## config.mk

```make
export PLATFORM = sky130hd
export DESIGN_NAME = rf_wb_sched
export DESIGN_NICKNAME = d
export VERILOG_FILES = /design/src/rtl/rf_wb_sched_pkg.sv /design/src/rtl/rf_wb_sched_scoreboard.sv /design/src/rtl/rf_wb_sched.sv
export SDC_FILE = /design/constraint.sdc
export NUM_CORES = 1
export LEC_CHECK = 0
export CORE_MARGIN = 2
export CORE_UTILIZATION = 43
export DETAILED_ROUTE_END_ITERATION = 10
export PLACE_DENSITY = 0.73
export SYNTH_ARGS = -nofsm -noshare
export SYNTH_HDL_FRONTEND = slang
export SYNTH_SLANG_ARGS = --single-unit
```

## constraint.sdc

```tcl
create_clock -name clk -period 4.85 [get_ports clk]
set_input_delay 0.97 -clock clk [delete_from_list [all_inputs] [get_ports clk]]
set_output_delay 0.97 -clock clk [all_outputs]
set_load 0.03 [all_outputs]
```

## src/rtl/rf_wb_sched_pkg.sv

```systemverilog
// Shared widths and writeback-source selection for the RF write scheduler.
package rf_wb_sched_pkg;

  localparam int W_RD  = 4;
  localparam int WORD  = 32;
  localparam int N_REG = 1 << W_RD;

  typedef enum logic [1:0] {
    SRC_NONE = 2'd0,
    SRC_MEM  = 2'd1,
    SRC_HOLD = 2'd2,
    SRC_EX   = 2'd3
  } wb_src_e;

  // Loads are never stalled, so they always win; a parked EX result beats a fresh one.
  function automatic wb_src_e pick_src(input logic mem_v, input logic hold_v, input logic ex_acc);
    wb_src_e src;
    src = SRC_NONE;
    if (mem_v) begin
      src = SRC_MEM;
    end else if (hold_v) begin
      src = SRC_HOLD;
    end else if (ex_acc) begin
      src = SRC_EX;
    end
    return src;
  endfunction

endpackage

```

## src/rtl/rf_wb_sched_scoreboard.sv

```systemverilog
// Per-register reservation bits: set on reserve, cleared one edge after the RF write,
// combinational queries, sticky protocol-error detection. Updates take effect next edge.
module rf_wb_sched_scoreboard
  import rf_wb_sched_pkg::*;
(
  input  logic            clk,
  input  logic            rst,
  input  logic            set_v_i,
  input  logic [W_RD-1:0] set_name_i,
  input  logic            clr_v_i,
  input  logic [W_RD-1:0] clr_name_i,
  input  logic [W_RD-1:0] q_rd_name_i,
  input  logic [W_RD-1:0] q_rs_name_i,
  output logic            q_rd_o,
  output logic            q_rs_o,
  input  logic            ex_v_i,
  input  logic            ex_acc_i,
  input  logic [W_RD-1:0] ex_name_i,
  input  logic            mem_v_i,
  input  logic [W_RD-1:0] mem_name_i,
  output logic            empty_o,
  output logic            err_o
);

  logic [N_REG-1:0] r_bits;
  logic             r_err;
  logic [N_REG-1:0] w_bits_nxt;
  logic             w_err_evt;

  assign q_rd_o  = r_bits[q_rd_name_i];
  assign q_rs_o  = r_bits[q_rs_name_i];
  assign empty_o = (r_bits == '0);
  assign err_o   = r_err;

  // Clear applied before set so a same-edge set of the same register survives.
  always_comb begin
    w_bits_nxt = r_bits;
    if (clr_v_i) begin
      w_bits_nxt[clr_name_i] = 1'b0;
    end
    if (set_v_i) begin
      w_bits_nxt[set_name_i] = 1'b1;
    end
  end

  assign w_err_evt = (set_v_i  &  r_bits[set_name_i])
                   | (ex_acc_i & ~r_bits[ex_name_i])
                   | (mem_v_i  & ~r_bits[mem_name_i])
                   | (ex_v_i & mem_v_i & (ex_name_i == mem_name_i));

  always_ff @(posedge clk or negedge rst) begin
    if (!rst) begin
      r_bits <= '0;
      r_err  <= 1'b0;
    end else begin
      r_bits <= w_bits_nxt;
      r_err  <= r_err | w_err_evt;
    end
  end

endmodule

```

## src/rtl/rf_wb_sched.sv

```systemverilog
// Arbitrates EX and MEM writebacks onto one registered RF write port (1-cycle latency).
// MEM is never stalled; an EX loser parks in a 1-entry hold buffer and EX stalls while it is full.
module rf_wb_sched
  import rf_wb_sched_pkg::*;
(
  input  logic            clk,
  input  logic            rst,
  input  logic [W_RD-1:0] rd_name_i,
  input  logic [W_RD-1:0] rs_name_i,
  input  logic            rd_reserve_i,
  output logic            rd_reserved_o,
  output logic            rs_reserved_o,
  input  logic            ex_wb_v_i,
  input  logic [W_RD-1:0] ex_wb_name_i,
  input  logic [WORD-1:0] ex_wb_data_i,
  output logic            ex_stall_o,
  input  logic            mem_wb_v_i,
  input  logic [W_RD-1:0] mem_wb_name_i,
  input  logic [WORD-1:0] mem_wb_data_i,
  output logic            rf_we_o,
  output logic [W_RD-1:0] rf_wa_o,
  output logic [WORD-1:0] rf_wd_o,
  output logic            idle_o,
  output logic            err_o
);

  logic            r_hold_v;
  logic [W_RD-1:0] r_hold_name;
  logic [WORD-1:0] r_hold_data;
  logic            r_rf_we;
  logic [W_RD-1:0] r_rf_wa;
  logic [WORD-1:0] r_rf_wd;

  logic            w_ex_acc;
  logic            w_sb_empty;
  wb_src_e         w_src;

  assign ex_stall_o = r_hold_v;
  assign w_ex_acc   = ex_wb_v_i & ~r_hold_v;
  assign w_src      = pick_src(mem_wb_v_i, r_hold_v, w_ex_acc);

  assign rf_we_o = r_rf_we;
  assign rf_wa_o = r_rf_wa;
  assign rf_wd_o = r_rf_wd;
  assign idle_o  = w_sb_empty & ~r_hold_v;

  // The clear trails the write by one edge, so a cleared bit means the RF already holds the data.
  rf_wb_sched_scoreboard u_sb (
    .clk         (clk),
    .rst         (rst),
    .set_v_i     (rd_reserve_i),
    .set_name_i  (rd_name_i),
    .clr_v_i     (r_rf_we),
    .clr_name_i  (r_rf_wa),
    .q_rd_name_i (rd_name_i),
    .q_rs_name_i (rs_name_i),
    .q_rd_o      (rd_reserved_o),
    .q_rs_o      (rs_reserved_o),
    .ex_v_i      (ex_wb_v_i),
    .ex_acc_i    (w_ex_acc),
    .ex_name_i   (ex_wb_name_i),
    .mem_v_i     (mem_wb_v_i),
    .mem_name_i  (mem_wb_name_i),
    .empty_o     (w_sb_empty),
    .err_o       (err_o)
  );

  always_ff @(posedge clk or negedge rst) begin
    if (!rst) begin
      r_hold_v    <= 1'b0;
      r_hold_name <= '0;
      r_hold_data <= '0;
      r_rf_we     <= 1'b0;
      r_rf_wa     <= '0;
      r_rf_wd     <= '0;
    end else begin
      case (w_src)
        SRC_MEM: begin
          r_rf_we <= 1'b1;
          r_rf_wa <= mem_wb_name_i;
          r_rf_wd <= mem_wb_data_i;
          // Acceptance implies the hold buffer was empty, so nothing is overwritten.
          if (w_ex_acc) begin
            r_hold_v    <= 1'b1;
            r_hold_name <= ex_wb_name_i;
            r_hold_data <= ex_wb_data_i;
          end
        end
        SRC_HOLD: begin
          r_rf_we  <= 1'b1;
          r_rf_wa  <= r_hold_name;
          r_rf_wd  <= r_hold_data;
          r_hold_v <= 1'b0;
        end
        SRC_EX: begin
          r_rf_we <= 1'b1;
          r_rf_wa <= ex_wb_name_i;
          r_rf_wd <= ex_wb_data_i;
        end
        default: begin
          r_rf_we <= 1'b0;
        end
      endcase
    end
  end

endmodule

```

==> results of run 1 <==
layout make-up:
type / instances / area [um2]
clock inverters: 5 / 55.1
clock buffers: 10 / 128
repair buffers: 131 / 1290
fillers: 923 / 4520
well taps: 140 / 175
flip-flops and latches: 91 / 2280
multi-input cells: 318 / 2240
inverters: 4 / 15.0
through the flow:
step / hold WS, ns / instances / power, mW
global placement: 0.476 / 684 / 1.67
floorplan: 0.450 / 447 / 1.40
CTS: 0.511 / 699 / 2.18
finish: 0.505 / 699 / 2.17
detailed placement: 0.489 / 684 / 1.68
global route: 0.522 / 699 / 2.29
worst register-to-register path: stages, from the launching register on:
cell     delay (ns)
dfrtp_2        0.67
and2b_1        0.32
nand2_2        0.70
mux2_2         0.43
Yosys cell counts (all sizes together):
| master | count |
|---|---|
| o21a | 1 |
| or4b | 1 |
| a21oi | 35 |
| o32ai | 1 |
| inv | 4 |
| nor2b | 1 |
| nand3 | 5 |
| a22oi | 36 |
| nand2b | 4 |
| a32oi | 1 |
| nand3b | 1 |
| xnor2 | 3 |
| clkbuf | 24 |
| nor3 | 1 |
| a311oi | 1 |
| or2b | 1 |
| mux4 | 17 |
| o311a | 1 |
| dfrtp | 91 |
| o31ai | 3 |
| and2b | 1 |
| buf | 10 |
| nor2 | 38 |
| nor4bb | 1 |
| mux2i | 5 |
| nor4 | 4 |
| or2 | 3 |
| a2bb2oi | 1 |
| nand4 | 4 |
| o21ai | 65 |
| and3b | 1 |
| nand2 | 45 |
| mux2 | 36 |
| xor2 | 1 |
state kept, by name (all words and copies together), names as in the netlist:
signal and cells:
u_sb.err_o 1, r_hold_data 32, ex_stall_o 1, rf_wa_o 4, rf_wd_o 32, u_sb.r_bits 16
r_hold_name 4, rf_we_o 1
final timing paths:
path,to,slack [ns],cells after the start
min,rf_wd_o[5],0.51,2
max reg2reg,r_hold_data[30],2.62,3
min reg2reg,rf_wd_o[5],0.51,2
max,rd_reserved_o,0.65,6
max in group asynchronous,u_sb.r_bits[11],3.25,2
min in group asynchronous,rf_wd_o[28],0.66,1
power by group through the flow:
stage	clock, mW	combinational, mW	sequential (mW)
finish	0.498	0.624	1.05
global route	0.543	0.676	1.07
CTS	0.509	0.629	1.04
detailed placement	0	0.627	1.06
global placement	0	0.615	1.05
floorplan	0	0.329	1.07
cell families (layout without fill, tap and decap cells):
| kind of cell | count (synthesis) | in the layout | synth area share [%] |
|---|---|---|---|
| DFF | 91 | 91 | 48.8 |
| buffers and inverters | 38 | 150 | 3.40 |
| muxes | 58 | 58 | 18.3 |
| AOI/OAI and AO/OA | 145 | 145 | 18.1 |
| and+or+nand+nor | 111 | 111 | 10.7 |
| xor gates and xnor gates | 4 | 4 | 0.751 |
metal layers:
| layer | share of wire (%) | GRT usage (%) |
|---|---|---|
| met5 | 0 | 0 |
| met1 | 42 | 28.5 |
| met4 | 2.1 | 8.33 |
| met2 | 49 | 36.7 |
| met3 | 6.4 | 4.70 |
layout by cell type (no fill, tap or decap), drive strengths merged, types with 3 or more instances in the layout:
master	Yosys	final
xnor2	3	3
clkdlybuf4s50	0	123
nand2	45	45
nand2b	4	4
nor2	38	38
nand3	5	5
or2	3	3
a22oi	36	36
inv	4	4
clkbuf	24	10
nor4	4	4
a21oi	35	35
mux2	36	36
mux2i	5	5
dfrtp	91	91
o21ai	65	65
buf	10	8
nand4	4	4
o31ai	3	3
mux4	17	17
==> reports/qor.csv, run 1 <==
stage,metric,value,unit
pwr,logic gate share of total power,28.7,%
synth,largest cells by area after synthesis,"dfrtp_1 49%, mux2_2 8.7%, o21ai_0 7.0%",
routing,DR iter-0 viols,193,
timing,setup TNS,0,ns
synth,"Distinct cells, synth",37,
clock_tree,clk slew on worst S/H paths,0.09,ns
worst_setup_path,CP max FO,8,
synth,Synth warnings,0,
clock_tree,clk buf depth,2,
worst_setup_path,kind of critical path,in -> out,
timing,"Slew Viols, Final",0,
floorplanning,IO Count,127,
finish,final core occ,57.8,%
placed_design,Post-DP HPWL,8790,um
routing,Vias/cell,5.62,
worst_setup_path,worst path required time,3.88,ns
finish,# diodes,0,
worst_setup_path,Startpoint Class,input pin,
global_route,first-pass GRT wire length,19900,um
worst_setup_path,crit path capture type,output port,
placed_design,post-place instance area,6000,um2
synth,syn nets,532,
clock_tree,CTS tree,done,
routing,Residual DRC,0,
clock_tree,CTS root buf,clkbuf_8,
routing,Antenna Nets Post-Route,0,
global_route,GRT Overall Usage,22.1,%
floorplanning,Initial Util,43.6,%
clock_tree,latest clock arrival within the worst-skew pair,0.37,ns
timing,period utilisation layout,86.6,%
pwr,Sw Share,32.6,%
worst_setup_path,Top Family by Delay on Critical Path,buffers and inverters,
timing,Setup Skew,0.0125,ns
synth,post-synth top area share,48.8,%
pwr,Reg power frac,48.4,%
routing,final WL,12700,um
clock_tree,Post-CTS Resized,0,
worst_setup_path,crit-path cells,"clkdlybuf4s50_1, mux4_1, mux2_2, nor2_1, a21oi_1, clkdlybuf4s50_1",
routing,drt wl/cell,18.1,um
global_route,total congestion overflow,0,
timing,Period minus WS final,4.20,ns
routing,Detailed Routing Iterations Pass 1,5,
worst_setup_path,"Buf+Inv Stages, Crit Path",2,
worst_setup_path,slowest CP cell,clkdlybuf4s50_1,
global_route,vias in the first global route,3935,
pwr,Int Pwr,1.47,mW
global_route,initial antenna violation count,0,
synth,register area share after synthesis,48.8,%
synth,Synth Register Bits,91,
outcome,run status,"complete, no violations",
clock_tree,post-CTS setup buffers,0,
worst_setup_path,Crit path top cell by count,clkdlybuf4s50_1,
timing,final hold violation count,0,
clock_tree,cts bufs inserted,9,
routing,total number of vias,3928,
finish,share of layout cells above drive strength 1,14.0,%
finish,nets,640,
min_path,Worst Hold Class,reg -> reg,
clock_tree,clock tree sinks,91,
placed_design,port bufs,126,
pwr,leak pwr,2.46,nW
floorplanning,site row count,38,
pwr,Max IR drop VDD,171,uV
worst_setup_path,worst stage delay on the critical path,0.63,ns
min_path,hold path start,rf_wd_o[5],
timing,headroom to the max-slew limit,39.6,%
worst_setup_path,r2r startpoint,ex_stall_o,
pwr,clock power share,22.9,%
timing,Tightest Pin Transition,0.903,ns
synth,synthesized area,4670,um2
worst_setup_path,CP arrival,3.23,ns
timing,RSZ-0062 raised after global routing,false,
timing,endpoints failing setup,0,
floorplanning,DIE HEIGHT,108,um
finish,Final Cell Area,6180,um2
placed_design,pre-CTS setup slack,0.669,ns
pwr,Psw,0.708,mW
synth,top cell type by total area after synthesis,dfrtp_1,
synth,Mapped Cells,447,
pwr,PD cells,352,nW/um2
clock_tree,hold buffer count at CTS,0,
timing,Max Clock Freq,0.238,GHz
placed_design,Placer Congestion,0.930,
finish,Area Overhead vs Synth,32.4,%
timing,post-layout worst setup margin,0.651,ns
floorplanning,die footprint,11700,um2
global_route,largest net degree at the start of global routing,77,
floorplanning,CORE AREA,10700,um2
job,maxcap violations,0,
floorplanning,DIE WIDTH,108,um
clock_tree,H-tree Lvls,3,
worst_setup_path,Critical Path Start,rd_name_i[2],
synth,Mapped Avg Cell Area,10.4,um2
No activity file was read; power rests on OpenSTA's default activity.
==> run 2, diff against run 1 <==
PLACE_DENSITY = unset   (was 0.73)
PLACE_DENSITY_LB_ADDON = 0.05   (was unset)
==> reports/qor.csv, run 2 (synthesis results as in run 1) <==
stage,metric,value,unit,change
floorplanning,IO Count,127,,unchanged
placed_design,port bufs,126,,unchanged
floorplanning,die footprint,11700,um2,unchanged
pwr,leak pwr,2.46,nW,about the same
clock_tree,H-tree Lvls,3,,unchanged
pwr,Total Power,2.14,mW,was 2.17 mW
routing,drt wl/cell,18.0,um,was 18.1 um
finish,Final Cell Area,6160,um2,was 6180 um2
job,maxcap violations,0,,unchanged
timing,final hold violation count,0,,unchanged
clock_tree,post-CTS setup buffers,0,,unchanged
clock_tree,latest clock arrival within the worst-skew pair,0.36,ns,was 0.37 ns
finish,share of layout cells above drive strength 1,13.9,%,was 14.0%
timing,period utilisation layout,87.4,%,was 86.6%
clock_tree,cts bufs inserted,9,,unchanged
timing,hold_ws,0.501,ns,was 0.505 ns
clock_tree,CTS root buf,clkbuf_8,,unchanged
min_path,Worst Hold Class,reg -> reg,,unchanged
pwr,logic gate share of total power,28.9,%,was 28.7%
global_route,largest net degree at the start of global routing,78,,was 77
worst_setup_path,kind of critical path,in -> out,,unchanged
finish,final core occ,57.6,%,was 57.8%
global_route,first-pass GRT wire length,20000,um,was 19900 um
worst_setup_path,CP max FO,8,,unchanged
routing,Antenna Nets Post-Route,0,,unchanged
pwr,PD cells,347,nW/um2,was 352 nW/um2
timing,post-layout worst setup margin,0.610,ns,was 0.651 ns
routing,total number of vias,3891,,was 3928
pwr,Sw Share,33.1,%,was 32.6%
pwr,Int Pwr,1.43,mW,was 1.47 mW
timing,Max Clock Freq,0.236,GHz,was 0.238 GHz
timing,endpoints failing setup,0,,unchanged
finish,Area Overhead vs Synth,32.1,%,was 32.4%
finish,"commonest non-fill, non-tap cell in the layout",clkdlybuf4s50_1,,unchanged
pwr,Reg power frac,49.5,%,was 48.4%
routing,Detailed Routing Iterations Pass 1,4,,was 5
floorplanning,DIE WIDTH,108,um,unchanged
floorplanning,site row count,38,,unchanged
placed_design,Post-DP HPWL,8590,um,was 8790 um
clock_tree,clk buf depth,2,,unchanged
global_route,initial antenna violation count,0,,unchanged
placed_design,pre-CTS setup slack,0.610,ns,was 0.669 ns
worst_setup_path,Startpoint Class,input pin,,unchanged
clock_tree,hold buffer count at CTS,0,,unchanged
clock_tree,CTS tree,done,,unchanged
worst_setup_path,FF-to-FF setup slack,2.44,ns,was 2.62 ns
finish,most frequent cells in the layout,"123 x clkdlybuf4s50_1, 90 x dfrtp_1, 65 x o21ai_0, 44 x nand2_1, 38 x nor2_1",,unchanged
placed_design,Placer Congestion,0.895,,was 0.930
pwr,clock power share,21.7,%,was 22.9%
global_route,GRT Overall Usage,22.1,%,about the same
global_route,total congestion overflow,0,,unchanged
timing,Period minus WS final,4.24,ns,was 4.20 ns
routing,Residual DRC,0,,unchanged
floorplanning,Initial Util,43.6,%,unchanged
floorplanning,CORE AREA,10700,um2,unchanged
finish,nets,640,,unchanged
routing,DR iter-0 viols,241,,was 193
clock_tree,clock tree sinks,91,,unchanged
routing,final WL,12600,um,was 12700 um
worst_setup_path,crit path capture type,output port,,unchanged
global_route,vias in the first global route,3934,,was 3935
worst_setup_path,CP arrival,3.27,ns,was 3.23 ns
pwr,Psw,0.709,mW,was 0.708 mW
pwr,Max IR drop VDD,182,uV,was 171 uV
placed_design,post-place instance area,6000,um2,unchanged
clock_tree,clk slew on worst S/H paths,0.08,ns,was 0.09 ns
worst_setup_path,worst path required time,3.88,ns,about the same
timing,"Slew Viols, Final",0,,unchanged
timing,Setup Skew,0.0116,ns,was 0.0125 ns
floorplanning,DIE HEIGHT,108,um,unchanged
finish,fin cells,700,,was 699
timing,Tightest Pin Transition,0.911,ns,was 0.903 ns
timing,RSZ-0062 raised after global routing,false,,unchanged
timing,headroom to the max-slew limit,39.0,%,was 39.6%
placed_design,Cell Count Post-Placement,684,,unchanged
routing,Vias/cell,5.56,,was 5.62
timing,setup TNS,0,ns,unchanged
outcome,run status,"complete, no violations",,unchanged
finish,# diodes,0,,unchanged
clock_tree,Post-CTS Resized,0,,unchanged
==> run 2: changes by cell type in the layout (fill, tap and decap cells not counted), sizes merged <==
| cell | before | now |
|---|---|---|
| bufinv | 1 | 0 |
| clkinv | 2 | 3 |
| clkbuf | 10 | 12 |
| inv | 4 | 5 |
| clkinvlp | 2 | 0 |
==> run 2: power by group through the flow <==
stage	combinational, mW	sequential [mW]	clock (mW)
finish	0.618	1.06	0.464
detailed placement	0.624	1.07	0
CTS	0.625	1.05	0.482
global route	0.675	1.08	0.511
floorplan	0.329	1.07	0
global placement	0.613	1.07	0
==> run 2: area by class of cell <==
cell class,instances,area [um2]
clock buffer,12,145
clock inverter,4,23.8
sequential,91,2280
fill,981,4530
multi-input combinational,318,2240
timing repair buffer,131,1290
inverter,4,15.0
tap,140,175
==> run 2: worst paths after layout <==
| check | start | end | cells after the start |
|---|---|---|---|
| max | rd_name_i[2] | rd_reserved_o | 6 |
| min | r_hold_name[1] | r_hold_name[1] | 2 |
| max reg2reg | ex_stall_o | r_hold_data[15] | 3 |
| min reg2reg | r_hold_name[1] | r_hold_name[1] | 2 |
| max in group asynchronous | rst | r_hold_data[12] | 2 |
| min in group asynchronous | rst | u_sb.r_bits[15] | 1 |
==> run 2: per-layer routing <==
layer  GRT usage (%)  wire [um]
met4            6.04        132
met1            30.7       5610
met5               0          0
met3            5.49        939
met2            34.9       5900
==> run 2: critical path, cell delays in order <==
cell and delay [ns]:
clkdlybuf4s50_1 0.64, mux4_1 0.58, mux2_2 0.29, nor2_1 0.10, a21oi_1 0.07, clkdlybuf4s50_1 0.61
